File: config.mk
export PLATFORM = sky130hd
export DESIGN_NAME = fetch_stage
export DESIGN_NICKNAME = d
export VERILOG_FILES = /design/src/rtl/fetch_stage.sv
export SDC_FILE = /design/constraint.sdc
export NUM_CORES = 1
export LEC_CHECK = 0
export CORE_AREA = 2 2 161 163
export CTS_BUF_LIST = sky130_fd_sc_hd__clkbuf_8
export DETAILED_ROUTE_END_ITERATION = 16
export DIE_AREA = 0 0 163 165
export GPL_TIMING_DRIVEN = 1
export PLACE_DENSITY = 0.62
export SYNTH_ARGS = -nofsm -noshare
export SYNTH_HDL_FRONTEND = slang
export SYNTH_SLANG_ARGS = --single-unit
File: constraint.sdc
create_clock -name clk -period 5.7 [get_ports clk]
set_clock_uncertainty 0.15 [all_clocks]
set_input_delay 1.14 -clock clk [delete_from_list [all_inputs] [get_ports clk]]
set_output_delay 1.14 -clock clk [all_outputs]
set_load 0.05 [all_outputs]
File: src/rtl/fetch_stage.sv
// Instruction-fetch stage: owns the PC, addresses the instruction ROM and fills the
// IF/ID register, honouring control-unit redirects, stalls and misaligned targets.
module fetch_stage #(
  parameter int unsigned     XLEN      = 32,
  parameter logic [XLEN-1:0] RESET_PC  = XLEN'(32'hBFC00000),
  parameter logic [31:0]     NOP_INSTR = 32'h00000013
) (
  input  logic            clk,
  input  logic            rst,
  input  logic [1:0]      PCsrc,
  input  logic [XLEN-1:0] branch_target,
  input  logic [XLEN-1:0] alu_result,
  input  logic            stall,
  output logic [XLEN-1:0] imem_addr,
  input  logic [31:0]     imem_data,
  output logic [XLEN-1:0] pc_f,
  output logic [31:0]     instr_d,
  output logic [XLEN-1:0] pc_d,
  output logic [XLEN-1:0] pc_plus4_d,
  output logic            valid_d,
  output logic            misalign_err,
  output logic [XLEN-1:0] err_pc,
  output logic [31:0]     fetch_count
);

  localparam int unsigned InstrW = 32;
  localparam int unsigned CountW = 32;

  localparam logic [1:0] SrcBranch = 2'd1;
  localparam logic [1:0] SrcJalr   = 2'd2;

  // Architectural state
  logic [XLEN-1:0]   pcF;
  logic [InstrW-1:0] instrD;
  logic [XLEN-1:0]   pcD;
  logic [XLEN-1:0]   pcPlus4D;
  logic              validD;
  logic              misalignErr;
  logic [XLEN-1:0]   errPc;
  logic [CountW-1:0] fetchCount;

  // Next-state values
  logic [XLEN-1:0]   pcFNext;
  logic [InstrW-1:0] instrDNext;
  logic [XLEN-1:0]   pcDNext;
  logic [XLEN-1:0]   pcPlus4DNext;
  logic              validDNext;
  logic              misalignErrNext;
  logic [XLEN-1:0]   errPcNext;
  logic [CountW-1:0] fetchCountNext;

  logic [XLEN-1:0]   target;
  logic              redirect;
  logic [XLEN-1:0]   pcPlus4;

  // Redirect target selection; encoding 3 is reserved and behaves as sequential.
  always_comb begin
    target   = '0;
    redirect = 1'b0;
    case (PCsrc)
      SrcBranch: begin
        target   = branch_target;
        redirect = 1'b1;
      end
      SrcJalr: begin
        target   = {alu_result[XLEN-1:1], 1'b0};
        redirect = 1'b1;
      end
      default: begin
        target   = '0;
        redirect = 1'b0;
      end
    endcase
  end

  assign pcPlus4 = pcF + XLEN'(4);

  // Next-state logic: redirect beats stall, stall beats sequential fetch.
  always_comb begin
    pcFNext         = pcF;
    instrDNext      = instrD;
    pcDNext         = pcD;
    pcPlus4DNext    = pcPlus4D;
    validDNext      = validD;
    misalignErrNext = misalignErr;
    errPcNext       = errPc;
    fetchCountNext  = fetchCount;

    if (redirect) begin
      pcFNext    = {target[XLEN-1:2], 2'b00};
      instrDNext = NOP_INSTR;
      validDNext = 1'b0;
      // Only the first misaligned target is captured until reset.
      if (target[1] && !misalignErr) begin
        misalignErrNext = 1'b1;
        errPcNext       = target;
      end
    end else if (!stall) begin
      pcFNext        = pcPlus4;
      instrDNext     = imem_data;
      pcDNext        = pcF;
      pcPlus4DNext   = pcPlus4;
      validDNext     = 1'b1;
      fetchCountNext = fetchCount + CountW'(1);
    end
  end

  // State register with synchronous reset.
  always_ff @(posedge clk) begin
    if (rst) begin
      pcF         <= RESET_PC;
      instrD      <= NOP_INSTR;
      pcD         <= '0;
      pcPlus4D    <= '0;
      validD      <= 1'b0;
      misalignErr <= 1'b0;
      errPc       <= '0;
      fetchCount  <= '0;
    end else begin
      pcF         <= pcFNext;
      instrD      <= instrDNext;
      pcD         <= pcDNext;
      pcPlus4D    <= pcPlus4DNext;
      validD      <= validDNext;
      misalignErr <= misalignErrNext;
      errPc       <= errPcNext;
      fetchCount  <= fetchCountNext;
    end
  end

  assign imem_addr    = pcF;
  assign pc_f         = pcF;
  assign instr_d      = instrD;
  assign pc_d         = pcD;
  assign pc_plus4_d   = pcPlus4D;
  assign valid_d      = validD;
  assign misalign_err = misalignErr;
  assign err_pc       = errPc;
  assign fetch_count  = fetchCount;

endmodule

; ---- Word level (Yosys, flattened, before mapping)
; Index checks and enable logic that the tools add are counted.
[word_totals]
mem_bits_rw = 0
latchBits = 0
rom_bits = 0
mem_count = 0
output_inout_bits = 226
register_bits = 194
word_cells = 26
[op_classes]
add_sub_neg = 2
n_reduce_logical = 6
n_mul = 0
div_mod_pow = 0
order_cmp = 0
shifts = 0
mux = 4
eq_ne = 3
n_bitwise = 2
[ops]
columns = op, count
row1 = 2-to-1 mux 32 bit, 2
row2 = one-hot mux 32 bit (2 select lines), 1
row3 = adder 32 x 1 -> 32 bit (second input constant), 1
row4 = adder 32 x 3 -> 32 bit (second input constant), 1
row5 = AND reduction 2 bit, 2
row6 = OR reduction 2 bit, 2
row7 = equality test 2 x 1 -> 1 bit (second input constant), 1
row8 = equality test 2 bit (second input constant), 1
row9 = != test 2 x 1 -> 1 bit (second input constant), 1
row10 = inverter 1 bit, 2
row11 = logical AND 1 bit, 1
row12 = logical NOT 1 bit, 1
row13 = 2-to-1 mux 1 bit, 1

; ---- Longest topological paths before layout
; Gate-level depths: netlist of run 1.
[logic_depth]
word_depth = 5
mapped_depth = 8
depth_no_buf = 7

; ---- Worst setup path after synthesis of run 1
; Ideal clock, no wire load.
[synth_timing]
path_type = input to register
from = input PCsrc[0]
to = register fetchCount[27] (netlist: fetch_count[27])
required_ns = 5.422
setup_time_ns = 0.128
path_slack_ns = 2.708
path_buffers = 1
stages = 8
t_arrival_ns = 2.715
path_cell_list = inv_1 ha_1 nand3b_1 or4_4 buf_2 nor4_1 xnor2_1 nor2_1
[synth_between]
elab_chain_cells = 5
elab_cells_between_ends = 6
cone_classes = 2 x eq/ne / 1 x mux / 1 x bitwise / 2 x reduce/logical
[synth_rtl]
columns = element, line_no
row1 = start: declaration, 10  ; input logic [1:0] PCsrc,
row2 = equality test 2 bit or equality test 2 x 1 -> 1 bit (tied branches), 60  ; case (PCsrc)
row3 = OR reduction 2 bit (no source line) *, --
row4 = 2-to-1 mux 1 bit *, 60
row5 = inverter 1 bit (no source line) *, --
row6 = AND reduction 2 bit (no source line) *, --
row7 = end signal: assignment, 127  ; fetchCount <= fetchCountNext;
row8 = end: declaration, 40  ; logic [CountW-1:0] fetchCount;
; Mark *: on every way between the ends. The rest lies on a longest branch, timed or not.
; A chain may end at the register's enable or synchronous reset.

; ---- Final worst setup path of run 1
[layout_timing]
from = input PCsrc[0]
to = register fetchCount[26] (netlist: fetch_count[26])
; Same word-level chain as after synthesis.

==> reports/qor.csv, run 1 <==
metric,value,unit
CP cell instances,clkdlybuf4s50_1 > inv_1 > ha_1 > and4b_1 > nand4_1 > nor4_1 > xnor2_1 > nor2_1,
hold_buf cts,0,
status,"complete, no violations",
Yosys top cell area share,44.35,%
H-tree depth,4,
Critical Path Start Type,input port,
final setup fails,0,
RSZ-0062 raised after global routing,false,
gr usage total,19.61,%
synth top area cells,"dfxtp_1 44%, nor2_1 6.7%, a211oi_1 6.0%",
Synth Instances,1001,
Rows,58,
IO Port Bufs,317,
crit-path leading delay family,simple AND/OR/NAND/NOR gates,
PwrDens,270.3,nW/um^2
final slew viol count,0,
Boundary Pins,327,
DRC viols,0,
Hold Crit Class,reg2reg,
critical path class,in2reg,
Routed Antenna Nets,0,
Die Wd,163,microns
dpl cell area,11550,sq um
clk sinks,188,
initial antenna violation count,0,
number of unique standard cell types used by synthesis,52,
asr flop ratio synth,0,%
Critical-path top delay cell,clkdlybuf4s50_1,
Rel. slew slack,19.93,%
critical path capture point type,register,
"flops & latches, synth",188,
first-pass detailed-route iteration total,4,
Final HPWL DP,19700,microns
Starting Density,33.89,%
met1 WL,12820,microns
CTS Buf Count,17,
core footprint,25040,sq um
most frequent cell after synthesis,dfxtp_1,
Fin Setup TNS,0,ns
clock root buffer,clkbuf_8,
WL met2,12430,microns
WL met3,1355,microns
Synth-to-Final Area Change,40.62,%
Tcrit/Tclk final,62.89,%
Mean Syn Cell Area,8.477,sq um
endpoints failing hold,0,
CTS Buffer Depth,2,
pin count of the biggest net entering global routing,103,
Worst-path clk slew,0.11,ns
Synth Warn #,0,
Place WS,1.585,ns
WL final,27100,microns
first-pass GRT wire length,40970,microns
layout cells sized above 1,4.264,%
top routing layer in use,met4,
synth cell count leaders,"188 x dfxtp_1, 151 x nor2_1, 92 x nand2_1",
Synth Flop Type,dfxtp_1,
WL/cell,17.23,microns
CP bufs+invs,2,
Final #Nets,1335,
critical path's largest stage delay,0.53,ns
number of enable flip-flop cells after synthesis,0,
Final min period,3.585,ns
Max Freq,279.0,MHz
Final GP Congestion,0.7747,
setup bufs post-CTS,0,
max_cap viols,0,
die height,165,microns
post-synth top area cell,dfxtp_1,
Ant. Diodes,0,
vias per cell,4.933,
Mapped Area,8486,sq um
Worst VDD drop,116.2,uV
Worst-Margin Slew,1.201,ns
die area,26900,sq um
WP data arrival,3.74,ns
number of global-route vias before repair,7090,
total number of vias,7759,
CTS tree,yes,
Resize count post-CTS,0,
"Max FO, Critical Path",12,
PnR worst setup slack,2.115,ns
worst skew pair latency,0.45,ns
grt total ovfl,0,
LEAKAGE,4.014,nW
sequential fraction of the synthesis area,44.35,%
initial DRC count,479,
fin area,11930,sq um
Finished Core Util,47.66,%
Critical Path RT,5.86,ns
-- path summary, 6_finish.rpt --
check                                       end  depth (start not counted)  slack (ns)          from
worst max-delay path            fetch_count[26]                          8        2.12      PCsrc[0]
worst min-delay path                    valid_d                          2        0.30       valid_d
worst max register to register    imem_addr[22]                          6        3.03  imem_addr[2]
worst min register to register          valid_d                          2        0.30       valid_d
-- cells by family after synthesis --
logic type               count (synthesis)  synth area share, %
AND/OR/NAND/NOR                        395                21.81
flip-flops                             188                44.35
AO/OA/AOI/OAI                          178                14.46
buffers and inverters                  137                8.169
XOR/XNOR                                68                7.019
multiplexers                            30                3.554
adder cells (fa/ha/maj)                  4               0.5898
other                                    1              0.04419
-- registers in the layout, indices dropped and copies added (netlist names) --
name and flops:
err_pc 32, fetch_count 32, instr_d 32, imem_addr 30
pc_d 30, pc_plus4_d 30, misalign_err 1, valid_d 1
-- final cells by class --
cell class	count	area (sq um)
clock buffer	17	234.0
clock inverter	15	152.6
timing repair buffer	325	3242
tap	330	412.9
sequential	188	3764
inverter	15	56.30
fill	2494	13100
multi-input combinational	683	4071
-- metrics by stage --
stage                     hold slack, ns  power (mW)  cells
final                             0.3031       3.225   1573
after global routing              0.3211       3.359   1573
after CTS                         0.3032       3.259   1573
after detailed placement          0.2870       2.382   1541
after global placement            0.2832       2.377   1541
after floorplan                   0.5144       2.073   1008
-- layout by cell type (no fill, tap or decap), drive strengths merged, types with 11 or more instances in the layout --
master,netlist,routed
inv,14,24
xnor2,54,54
nor2,151,151
nor3,35,35
a22oi,31,31
nand4,15,15
nor4,19,19
a211oi,69,69
and2,14,14
nand3,23,23
a21oi,43,43
clkbuf,59,17
dfxtp,188,188
clkdlybuf4s50,0,315
nand2,93,93
mux2i,29,29
or3,11,11
xor2,14,14
-- per-layer routing --
layer	global-route usage, %	vias up
met1	27.51	3600
met4	6.235	0
met2	30.80	245
met3	3.164	24
li1	-	3890
met5	0	-
-- power breakdown --
part           total [mW]  switching, mW  internal [mW]
sequential           1.48         0.0945           1.39
combinational       0.866          0.559          0.307
clock               0.877          0.547          0.330
-- tightest hold or removal path, delay by kind of cell (launching register included) --
family | cells | cell delay [ns]
compound gates | 1 | 0.05
buf+inv | 1 | 0.04
flops | 1 | 0.32
No activity file was read; power rests on OpenSTA's default activity.
==> run 2: changes to the inputs <==
==> constraint.sdc (replaced) <==
create_clock -name clk -period 3.5 [get_ports clk]
set_clock_uncertainty 0.15 [all_clocks]
set_input_delay 0.7 -clock clk [delete_from_list [all_inputs] [get_ports clk]]
set_output_delay 0.7 -clock clk [all_outputs]
set_load 0.05 [all_outputs]
==> run 2 against run 1 <==
Register-to-register slack worse by 2.2 ns; clock power is 65% higher; sequential share of layout area decreased by 0.32 points; count of clock-buffer cells in the layout is the same; flip-flop and latch count is the same; worst setup slack got worse by 1.6 ns.
==> reports/qor.csv, run 2 (synthesized netlist as in run 1, its figures left out) <==
metric,value,unit,change
WL met2,12400,microns,-0.20%
Die Wd,163,microns,unchanged
worst reg-to-reg path cell count,5,,-1
Rows,58,,unchanged
"most common cell after layout, fill and taps aside",clkdlybuf4s50_1,,
Synth-to-Final Area Change,42.08,%,
met1 WL,13090,microns,+2.1%
Tcrit/Tclk final,84.38,%,
final setup fails,0,,unchanged
Clock Power Share,27.3,%,about the same
Final HPWL DP,20180,microns,+2.4%
Routed Antenna Nets,0,,unchanged
Critical Path RT,3.73,ns,-2.13 ns
die area,26900,sq um,unchanged
Critical Path Start Type,input port,,
Starting Density,33.89,%,unchanged
number of global-route vias before repair,7072,,-0.25%
Worst-Margin Slew,0.7895,ns,-0.4115 ns
final slew viol count,0,,unchanged
WL/cell,17.25,microns,+0.16%
Final #Nets,1350,,+1.1%
"Max FO, Critical Path",28,,+16
PwrDens,439.2,nW/um^2,+62%
CTS tree,yes,,
RR Startpoint,imem_addr[10],,
Rel. slew slack,47.37,%,+27 points
WHS,0.3080,ns,+0.004890 ns
H-tree depth,4,,unchanged
worst skew pair latency,0.48,ns,+0.03 ns
Worst R2R End,imem_addr[29],,
initial antenna violation count,0,,unchanged
first-pass GRT wire length,41130,microns,+0.39%
switching share of power,37.47,%,+0.24 points
Final min period,2.953,ns,
critical path's largest stage delay,0.53,ns,about the same
Critical-path top delay cell,clkdlybuf4s50_1,,
min-delay src,pc_d[25],,
vias per cell,4.948,,+0.32%
Worst VDD drop,188.0,uV,+62%
Final GP Congestion,0.7921,,+2.2%
grt total ovfl,0,,unchanged
fin area,12060,sq um,+1.0%
CP bufs+invs,5,,+3
pin count of the biggest net entering global routing,69,,-33%
total number of vias,7858,,+1.3%
crit-path leading delay family,buffers and inverters,,
critical path capture point type,register,,
die height,165,microns,unchanged
endpoints failing hold,0,,unchanged
"setup slack, reg-to-reg",0.88,ns,-2.15 ns
top routing layer in use,met4,,
WL met3,1616,microns,+19%
Boundary Pins,327,,unchanged
first-pass detailed-route iteration total,5,,+1
RSZ-0062 raised after global routing,false,,
critical path class,in2reg,,
hold path depth,2,,unchanged
core footprint,25040,sq um,unchanged
Min-Delay Endpoint,pc_d[25],,
IO Port Bufs,317,,unchanged
crit-path most repeated cell,buf_4,,
max_cap viols,0,,unchanged
status,"complete, no violations",,
layout cells sized above 1,5.405,%,+1.1 points
Seq pwr share,45.4,%,-0.6 points
Ant. Diodes,0,,unchanged
CTS Buf Count,17,,unchanged
clk sinks,188,,unchanged
LEAKAGE,4.094,nW,+2.0%
Resize count post-CTS,0,,unchanged
combinational fraction of design power,27.2,%,+0.3 points
hold_buf cts,0,,unchanged
DRC viols,0,,unchanged
Worst-path clk slew,0.10,ns,about the same
cell internal pwr,3.311,mW,+64%
Switch Pwr,1.984,mW,+65%
CTS Buffer Depth,2,,unchanged
most frequent cells in the layout,"315 x clkdlybuf4s50_1, 188 x dfxtp_1, 150 x nor2_1",,
WL final,27400,microns,+1.1%
WP data arrival,3.19,ns,-0.55 ns
Fin Setup TNS,0,ns,unchanged
Max Freq,338.6,MHz,
clock root buffer,clkbuf_8,,
CP cell instances,clkdlybuf4s50_1 > inv_1 > ha_1 > buf_4 > clkinv_1 > nor2_4 > buf_4 > nor2_1 > a211oi_1,,
setup bufs post-CTS,0,,unchanged
dpl cell area,11670,sq um,+1.1%
Hold Crit Class,reg2reg,,
gr usage total,19.77,%,+0.17 points
initial DRC count,490,,+2.3%
==> run 2: per-stage QoR <==
stage	power, mW	instances	setup WS (ns)	utilization, %
3_5_place_dp	3.901	1556	0.05796	46.62
6_report	5.295	1588	0.5466	48.16
4_1_cts	5.351	1588	0.5339	48.16
3_3_place_gp	3.890	1556	0.08287	46.62
5_1_grt	5.524	1588	0.3630	48.16
2_1_floorplan	3.376	1008	0.9476	-
==> run 2: how the worst max path moves through the flow <==
stage / from / endpoint / slack, ns / depth (start not counted)
after floorplan: PCsrc[0] / fetch_count[27] / 0.95 / 8
after global placement: PCsrc[0] / pc_plus4_d[11] / 0.08 / 9
after detailed placement: PCsrc[0] / pc_plus4_d[11] / 0.06 / 9
after CTS: imem_addr[13] / imem_addr[13] / 0.53 / 1
after global routing: PCsrc[0] / pc_plus4_d[22] / 0.36 / 9
final: PCsrc[0] / pc_plus4_d[4] / 0.55 / 9
==> run 2: final cells by class <==
cell class                 count  area [sq um]
clock buffer                  17         234.0
sequential                   188          3764
tap                          330         412.9
inverter                      15         56.30
fill                        2437         12980
multi-input combinational    683          4071
timing repair buffer         340          3367
clock inverter                15         151.4
==> run 2: worst register-to-register path, delay by kind of cell (launching register included) <==
kind / cells / cell delay (ns)
compound gates: 1 / 0.14
xor+xnor: 1 / 0.22
flops: 1 / 0.61
simple gates: 3 / 1.37
==> run 2: metal layers <==
layer	global-route usage, %	vias up
met5	0	-
met4	4.586	0
met3	4.596	18
met2	30.60	260
met1	27.91	3657
li1	-	3923
==> run 2: power by group through the flow <==
stage               Combinational (mW)  Sequential [mW]  Clock, mW
floorplan                        0.564             2.81          0
global placement                  1.44             2.45          0
detailed placement                1.45             2.45          0
CTS                               1.45             2.41       1.50
global route                      1.52             2.43       1.58
finish                            1.44             2.41       1.45
